## config.mk

```make
export PLATFORM = sky130hd
export DESIGN_NAME = p405s_dsmmu_wr_1_of_32
export DESIGN_NICKNAME = d
export VERILOG_FILES = /design/src/rtl/p405s_dsmmu_wr_1_of_32.sv
export SDC_FILE = /design/constraint.sdc
export NUM_CORES = 1
export LEC_CHECK = 0
export ABC_AREA = 1
export CAP_MARGIN = 20
export CORE_ASPECT_RATIO = 0.6
export CORE_MARGIN = 2
export CORE_UTILIZATION = 45
export DETAILED_ROUTE_END_ITERATION = 12
export PLACE_DENSITY = 0.76
export SLEW_MARGIN = 20
export SYNTH_ARGS = -nofsm -noshare
export SYNTH_HDL_FRONTEND = slang
export SYNTH_SLANG_ARGS = --single-unit
```

## constraint.sdc

```tcl
create_clock -name CB -period 1.6 [get_ports CB]
set_clock_uncertainty 0.2 [all_clocks]
set_input_delay 0.4 -clock CB [delete_from_list [all_inputs] [get_ports CB]]
set_output_delay 0.4 -clock CB [all_outputs]
set_load 0.03 [all_outputs]
```

## src/rtl/p405s_dsmmu_wr_1_of_32.sv

```systemverilog
// Write side of the MMU 1-of-32 region-bit selector.
// Holds two region-control SPRs and updates them either by a full-word write
// or by setting/clearing one region bit addressed big-endian by ea[0:4].
// A request is captured in IDLE, waits in PEND while the pipeline is held,
// commits on the first unheld edge and is acknowledged for one cycle in ACK.
module p405s_dsmmu_wr_1_of_32 #(
  parameter logic [0:31] SPR1_RST = 32'h0000_0000,
  parameter logic [0:31] SPR2_RST = 32'h0000_0000
) (
  input  logic        CB,
  input  logic        resetCore,
  input  logic        wrReq,
  input  logic        wrMode,
  input  logic [0:1]  wrSel,
  input  logic [0:31] wrData,
  input  logic [0:4]  ea,
  input  logic        bitVal,
  input  logic        hold,
  output logic [0:31] spr1,
  output logic [0:31] spr2,
  output logic        busy,
  output logic        wrAck
);

  typedef enum logic [1:0] {
    IDLE = 2'b00,
    PEND = 2'b01,
    ACK  = 2'b10
  } state_t;

  state_t      state_q;
  state_t      state_d;

  logic        st_mode;
  logic [0:1]  st_sel;
  logic [0:31] st_data;
  logic [0:4]  st_ea;
  logic        st_bit;

  logic        capture;
  logic        commit;
  logic [0:31] spr1_nxt;
  logic [0:31] spr2_nxt;

  assign capture = (state_q == IDLE) && wrReq;
  assign commit  = (state_q == PEND) && !hold;

  // State register; reset drops any request in flight without acknowledging it
  always_ff @(posedge CB) begin
    if (resetCore) begin
      state_q <= IDLE;
    end else begin
      state_q <= state_d;
    end
  end

  // Next-state and handshake outputs; busy covers the whole PEND/ACK window
  always_comb begin
    state_d = state_q;
    busy    = 1'b0;
    wrAck   = 1'b0;
    case (state_q)
      IDLE: begin
        if (wrReq) begin
          state_d = PEND;
        end
      end
      PEND: begin
        busy = 1'b1;
        if (!hold) begin
          state_d = ACK;
        end
      end
      ACK: begin
        busy    = 1'b1;
        wrAck   = 1'b1;
        state_d = IDLE;
      end
      default: begin
        state_d = IDLE;
      end
    endcase
  end

  // Staging registers freeze the request at capture so later input changes are ignored
  always_ff @(posedge CB) begin
    if (resetCore) begin
      st_mode <= 1'b0;
      st_sel  <= 2'b00;
      st_data <= 32'h0000_0000;
      st_ea   <= 5'b00000;
      st_bit  <= 1'b0;
    end else if (capture) begin
      st_mode <= wrMode;
      st_sel  <= wrSel;
      st_data <= wrData;
      st_ea   <= ea;
      st_bit  <= bitVal;
    end
  end

  // Candidate register values: whole word, or only the indexed bit (0 = MSB)
  always_comb begin
    spr1_nxt = spr1;
    spr2_nxt = spr2;
    if (st_mode) begin
      spr1_nxt[st_ea] = st_bit;
      spr2_nxt[st_ea] = st_bit;
    end else begin
      spr1_nxt = st_data;
      spr2_nxt = st_data;
    end
  end

  // Region registers update only on commit and only when selected
  always_ff @(posedge CB) begin
    if (resetCore) begin
      spr1 <= SPR1_RST;
      spr2 <= SPR2_RST;
    end else if (commit) begin
      if (st_sel[0]) begin
        spr1 <= spr1_nxt;
      end
      if (st_sel[1]) begin
        spr2 <= spr2_nxt;
      end
    end
  end

endmodule

```

# Word-level counts from Yosys, hierarchy flattened

Cells that the tools add are included.

Output and inout bits: 66
Word-level logic and storage cells: 35
Bits in registers: 107
Input bits: 45

Mux-type cells: 11
Reduce and logical (&&, ||, !) cells: 9
Magnitude comparators: 2
Equality and inequality tests: 4
Bitwise operators: 1

Operators with widths:

| kind                                                     | count |
|---|---|
| bitwise mux 32 bit                                       | 2 |
| 2-to-1 mux 32 bit                                        | 2 |
| greater-or-equal comparator 6 bit, second input constant | 1 |
| < comparator 6 x 1 -> 1 bit, second input constant       | 1 |
| inverter 5 -> 6 bit                                      | 1 |
| AND reduction 2 bit                                      | 3 |
| demux 1 bit (select 5 bit)                               | 1 |
| 2-to-1 mux 2 bit                                         | 2 |
| inequality test 2 bit, second input constant             | 2 |
| case mux 2 bit (2 select lines)                          | 1 |
| logical AND 1 bit                                        | 3 |
| 2-to-1 mux 1 bit                                         | 3 |
| == test 2 x 1 -> 1 bit, second input constant            | 1 |
| == test 2 bit, second input constant                     | 1 |
| logical NOT 2 bit                                        | 1 |
| OR reduction 2 bit                                       | 1 |
| logical NOT 1 bit                                        | 1 |

# Depth between registers and ports, before layout

Gate-level depths: netlist (run 1).

Depth after elaboration: 7
Mapped depth: 9

# Worst setup path before layout (run 1)

Ideal clock, no wire load.

Path type: register to register
Start: register state_q[1]
End: register spr2[7] in the netlist's numbering
Data required time: 1.285 ns
Clock period less this slack: 1.693 ns
Path buffers: 2
Data arrival time: 1.378 ns
Slack: -0.093 ns
Cell stages (with the launch flop): 9
Setup time: 0.115 ns
Path through: dfxtp_1 inv_1 ha_1 and3_1 buf_4 clkbuf_1 nand3_1 nand2_1 nor2_1

Word-level cells in the longest chain between the ends: 3

RTL lines:

| item                          | line | text |
|---|---|---|
| start: declaration            | 31   | `state_t state_q;` |
| start signal: assignment      | 53   | `state_q <= state_d;` |
| == test 2 x 1 -> 1 bit        | 46   | `assign commit = (state_q == PEND) && !hold;` |
| logical AND 1 bit             | 46   |  |
| AND reduction 2 bit (no line) | -    |  |
| end signal: assignment        | 125  | `spr2 <= spr2_nxt;` |
| end: declaration              | 20   | `output logic [0:31] spr2,` |

Every way passes these cells.
A chain may end at the register's enable or synchronous reset.

# Worst setup path after layout (run 1)

Start: register state_q[0]
End: output port wrAck

Word-level cells in the longest chain between the ends: 2

RTL lines:

| item             | line | text |
|---|---|---|
| == test 2 bit    | 62   | `case (state_q)` |
| 2-to-1 mux 1 bit | 62   |  |
| end: declaration | 22   | `output logic wrAck` |

Every way passes these cells.

==> results.toml, run 1 <==
[outcome]
outcome = "complete, but fails checks"
violations = "setup timing"

[power]
cellLeakagePower_nw = 3.10
seqPwrFrac_pct = 38.3
clkPwrFrac_pct = 24.3
finalPower_mw = 8.73
p_switching_mw = 3.23
ir_drop_uv = 810
p_sw_share_pct = 37.0
p_per_area_nw_per_um2 = 1220
combinationalPowerShare_pct = 37.4
internal-power_mw = 5.50

[route]
dr.pass1.iters = 6
via_per_inst = 5.30
antenna_left = 0
drt_iter0_markers = 629
via_count = 5243
drc = 0
wl_per_cell_um = 15.6
drt-total-wl_mm = 15.5

[clock_network]
cts_tree = "done"
ctsLongestPathBuffers = 2
path_clk_slew_ns = 0.07
cts_root_buffer = "clkbuf_16"
clk_latency_ns = 0.35
clkSinkCount = 107
cts_buffers = 9
htree_levels = 3

[logic_synthesis]
syn_nets = 774
synth_area_leader_cell = "dfxtp_1"
ys_seq_area_share_pct = 44.9
syn_area_um2 = 4780
synthCells = 724
synth-seq-cells = 107
synthTopCellsByArea = "dfxtp_1 (45%), nand2_1 (13%), nor2_1 (13%)"
syn_area_per_cell_um2 = 6.60
ys_types = 21
yosys.area.top_type_share_pct = 44.9
yosysWarnings = 0

[critical_path]
rrSetupSlack_ns = -0.10
arrival_ns = 1.13
crit_path_top_delay_cell = "dfxtp_2"
cp.buffers_inverters = 3
reg2reg_depth = 8
max_stage_delay_ns = 0.34
path_delay_family = "flip-flops"
critical_path.most_common_cell = "buf_6"
path_cells = "inv_2, buf_6, ha_4, buf_6"
critical_path_class = "flop to output port"
cp.depth = 4
end_kind = "output port"
critPathMaxFanout = 2
critical_path.startpoint_type = "flop"
required_ns = 1.00

[floorplan]
rows = 29
start_util_pct = 45.7
die_w_um = 137
coreArea_um2 = 10500
die_area_um2 = 11500
pin_count = 111
die_height_um = 83.8

[place]
place_ws_ns = -0.364
dp_cells = 959
place.gp.congestion = 0.964
place_area_um2 = 6400
dp_hpwl_mm = 10.3
port_buffers = 110

[hold_path]
hold_depth = 2
hold_path_class = "flop to flop"

[global_routing]
grt_antenna_before_repair = 0
grt_pass1_vias = 4574
grt_pass1_wl_mm = 23.1
grt_max_degree = 53
grt_use_total_pct = 25.7
overflow = 0

[timing]
drv_slew = 0
setup_slack_ns = -0.135
period_needed_ns = 1.73
rsz0062_at_grt = "yes"
slew_headroom_pct = 71.5
fmax_mhz = 576
finalSetupTns_ns = -2.93
post-route-period-util_pct = 108
tightest_slew_ns = 0.428
hold_viol_final = 0
setup-violations-final = 59

[final_layout]
nets = 896
stdcell_area_um2 = 7180
antenna_cells = 0
final_layout_size_suffix_gt1_share_pct = 20.8
fin_cells = 990
syn_to_final_growth_pct = 50.4
fillers = 813

[job]
maxCapViolCount = 0
==> power groups by stage <==
stage	logic [mW]	clock network, mW	registers (mW)
6_report	3.27	2.12	3.34
5_1_grt	3.52	2.25	3.38
4_1_cts	3.00	2.11	3.30
3_3_place_gp	2.67	0	3.33
3_5_place_dp	2.75	0	3.36
2_1_floorplan	1.51	0	3.45
==> final timing paths <==
| path | from | end |
|---|---|---|
| max | state_q[0]$_SDFFE_PP0P_ | wrAck |
| min | st_data[29]$_SDFFE_PP0P_ | st_data[29]$_SDFFE_PP0P_ |
| max reg2reg | state_q[0]$_SDFFE_PP0P_ | spr2[31]$_SDFFE_PP0P_ |
| min reg2reg | st_data[29]$_SDFFE_PP0P_ | st_data[29]$_SDFFE_PP0P_ |
==> repair_timing <==
item                       in CTS  in global routing
setup endpoints to repair      66                 69
setup buffers                   5                  2
resized for setup              37                 46
pin swaps                      12                 18
hold buffers                    0                  0
gates cloned                    4                  4
==> cells in the final DEF, fill, tap and decap left out, types with 12 or more instances in the layout <==
cell and n:
dfxtp_1 101, inv_1 47, clkbuf_16 13, o21ai_1 15
o21ai_2 12, o21ai_0 50, clkdlybuf4s50_1 44, nand2_1 162
nor2_1 158, buf_4 54, a21oi_1 45, nand3_1 46
a21oi_2 14, buf_12 41
==> worst register-to-register path, delay by kind of cell (launching register included) <==
family	cells	cell delay (ns)
fa+ha+maj	1	0.14
simple gates	5	0.67
buf+inv	2	0.29
flops	1	0.34
==> synthesized netlist by cell type <==
library cell	n
ha_1	5
nor2_1	164
inv_1	49
o21bai_1	2
clkinv_1	1
o21ai_1	11
and3_1	2
buf_4	2
clkbuf_1	25
buf_1	4
a21oi_1	59
nand2_1	166
buf_2	8
inv_2	1
o21ai_0	67
nor2_2	1
nand4_1	1
nand3_1	47
nor2_4	1
dfxtp_1	107
clkbuf_2	1
==> kinds of logic after synthesis <==
logic type,synth area share (%)
adder cells (fa/ha/maj),1.31
buffers and inverters,7.54
AND/OR/NAND/NOR,31.6
AO/OA/AOI/OAI,14.7
flip-flops,44.9
==> flip-flops by register name, indices dropped and copies added, names as in the netlist <==
| signal | count |
|---|---|
| spr2 | 32 |
| st_mode | 1 |
| st_data | 32 |
| state_q | 2 |
| st_bit | 1 |
| spr1 | 32 |
| st_ea | 5 |
| st_sel | 2 |
==> per-stage QoR <==
step                utilization, %  hold slack, ns
finish                        68.7           0.276
global route                  68.7           0.296
CTS                           66.4           0.251
detailed placement            61.2           0.241
global placement              61.2           0.234
floorplan                        -           0.224
==> layout make-up <==
type                    count  area [um^2]  share of cell area [%]
repair buffers            151         1920                    26.8
clock inverters             4         23.8                   0.331
inverters                  51          194                    2.70
well taps                 139          174                    2.42
flip-flops and latches    107         2150                    30.0
clock buffers              12          256                    3.57
multi-input cells         526         2460                    34.3
==> layer usage <==
layer  vias to the layer above  track usage (%)  part of all wire (%)
li1                       2537                -                     -
met1                      2341             37.9                    45
met2                       325             37.3                    41
met3                        40             7.29                    12
met4                         0             5.53                   2.0
met5                         -                0                     0
No activity file was read; power rests on OpenSTA's default activity.
==> run 2, diff against run 1 <==
--- a/config.mk
+++ b/config.mk
@@ -8,10 +8,10 @@
 export ABC_AREA = 1
 export CAP_MARGIN = 20
 export CORE_ASPECT_RATIO = 0.6
-export CORE_MARGIN = 2
 export CORE_UTILIZATION = 45
 export DETAILED_ROUTE_END_ITERATION = 12
 export PLACE_DENSITY = 0.76
+export REMOVE_ABC_BUFFERS = 1
 export SLEW_MARGIN = 20
 export SYNTH_ARGS = -nofsm -noshare
 export SYNTH_HDL_FRONTEND = slang
==> run 2 against run 1 <==
Compared with the run above: the flow still finishes with violations (setup timing); worst hold slack about the same; via count up 1.2%; cell area down 4.6%; cell count up 1.1%; combinational power down 6%; non-clock buffer count up 15; global-route usage up 1.8 points; register-to-register slack about the same; critical path type unchanged; largest cell class unchanged.
==> results.toml, run 2 (synthesis results as in run 1) <==
[outcome]
outcome = "complete, but fails checks"
violations = "setup timing"

[global_routing]
grt_max_degree = 55
overflow = 0
grt_use_total_pct = 27.5
grt_antenna_before_repair = 0
grt_pass1_wl_mm = 23.5
grt_pass1_vias = 4789

[critical_path]
r2r_end = "spr1[0]$_SDFFE_PP0P_"
critical_path_class = "flop to output port"
critPathMaxFanout = 3
max_stage_delay_ns = 0.35
critical_path.startpoint_type = "flop"
crit_path_top_delay_cell = "dfxtp_2"
rrSetupSlack_ns = -0.10
r2r-start = "state_q[0]$_SDFFE_PP0P_"
end_kind = "output port"
required_ns = 1.00
arrival_ns = 1.13
path_cells = "inv_4, ha_4, buf_6"
reg2reg_depth = 8

[final_layout]
syn_to_final_growth_pct = 43.4
final_layout_size_suffix_gt1_share_pct = 22.1
top_regs = "spr1 x32, spr2 x32, st_data x32"
antenna_cells = 0
final_cell_mix = "nor2_1 (157), nand2_1 (153), buf_4 (101)"
layout_commonest_cell = "nor2_1"
nets = 911
stdcell_area_um2 = 6850
fillers = 822

[timing]
hold_viol_final = 0
slew_headroom_pct = 73.3
tightest_slew_ns = 0.397
setup_slack_ns = -0.127
finalSetupTns_ns = -2.05
fmax_mhz = 579
period_needed_ns = 1.73
drv_slew = 0
rsz0062_at_grt = "yes"
post-route-period-util_pct = 108
setup-violations-final = 51

[clock_network]
cts_tree = "done"
htree_levels = 3
path_clk_slew_ns = 0.07
cts_hold_repair.buffers = 0
clk_latency_ns = 0.35
clkSinkCount = 107
ctsLongestPathBuffers = 2
cts_root_buffer = "clkbuf_16"
cts_buffers = 9

[floorplan]
coreArea_um2 = 10100
start_util_pct = 47.3
rows = 28
die_height_um = 81.8
die_w_um = 135
pin_count = 111
die_area_um2 = 11000

[route]
drt-total-wl_mm = 15.2
dr.pass1.iters = 5
via_per_inst = 5.30
drc = 0
via_count = 5304
drt_iter0_markers = 544
wl_per_cell_um = 15.2
antenna_left = 0

[place]
dp_hpwl_mm = 9.83
port_buffers = 110
place_area_um2 = 6110
place.gp.congestion = 0.849

[power]
ir_drop_uv = 749
p_per_area_nw_per_um2 = 1270
cellLeakagePower_nw = 3.05
finalPower_mw = 8.72

[hold_path]
hold_path_class = "flop to flop"
worstHoldEndpoint = "st_data[29]$_SDFFE_PP0P_"
hold_depth = 2
min_from = "st_data[29]$_SDFFE_PP0P_"

[job]
maxCapViolCount = 0
==> run 2: changes by cell type in the layout (fill, tap and decap cells not counted), sizes merged <==
cell,before,now
dlygate4sd2,0,1
clkdlybuf4s50,44,43
bufinv,0,1
clkbuf,16,20
inv,52,51
clkinv,3,0
buf,103,117
==> run 2: power breakdown <==
| group | switching [mW] | internal [mW] |
|---|---|---|
| Combinational | 1.84 | 1.25 |
| Sequential | 0.278 | 3.05 |
| Clock | 0.957 | 1.35 |
| Total | 3.07 | 5.64 |
==> run 2: how the worst max path moves through the flow <==
stage / cells after the start / slack, ns / start / endpoint
after floorplan: 3 / -0.83 / resetCore / st_data[29]$_SDFFE_PP0P_
after global placement: 7 / -0.33 / hold / spr1[22]$_SDFFE_PP0P_
after detailed placement: 7 / -0.37 / hold / spr2[30]$_SDFFE_PP0P_
after CTS: 4 / -0.11 / state_q[0]$_SDFFE_PP0P_ / wrAck
after global routing: 8 / -0.18 / state_q[0]$_SDFFE_PP0P_ / spr1[0]$_SDFFE_PP0P_
final: 3 / -0.13 / state_q[1]$_SDFFE_PP0P_ / busy
==> run 2: final cells by class <==
type	count	area [um^2]	share of cell area (%)
clock buffers	15	278	4.05
clock inverters	1	30.0	0.438
inverters	51	194	2.83
multi-input cells	526	2440	35.6
flip-flops and latches	107	2150	31.4
well taps	135	169	2.47
repair buffers	166	1590	23.2
==> run 2: critical path: cells and delay by family, from the launching register on <==
family | cells | cell delay, ns
buffers and inverters | 2 | 0.17
adder cells (fa/ha/maj) | 1 | 0.25
flip-flops | 1 | 0.35
==> run 2: metal layers <==
metal / up-vias / track usage, % / routed length [um] / share of wire (%)
li1: 2584 / - / - / -
met1: 2432 / 37.7 / 6750 / 44
met2: 267 / 44.2 / 6750 / 44
met3: 21 / 5.80 / 1570 / 10
met4: 0 / 7.30 / 181 / 1.2
met5: - / 0 / 0 / 0
==> run 2: repair_timing <==
item	CTS	global route
cloned	2	6
gates resized for setup	34	38
pin swaps	11	11
setup buffers	6	2
setup endpoints to repair	55	70
==> run 2: stage by stage <==
| step | instances | util [%] | worst slack [ns] | hold slack [ns] |
|---|---|---|---|---|
| 2_1_floorplan | 684 | - | -0.832 | 0.226 |
| 3_3_place_gp | 970 | 60.6 | -0.328 | 0.236 |
| 3_5_place_dp | 970 | 60.6 | -0.372 | 0.267 |
| 4_1_cts | 994 | 65.7 | -0.111 | 0.280 |
| 5_1_grt | 1001 | 67.9 | -0.180 | 0.310 |
| 6_report | 1001 | 67.9 | -0.127 | 0.276 |
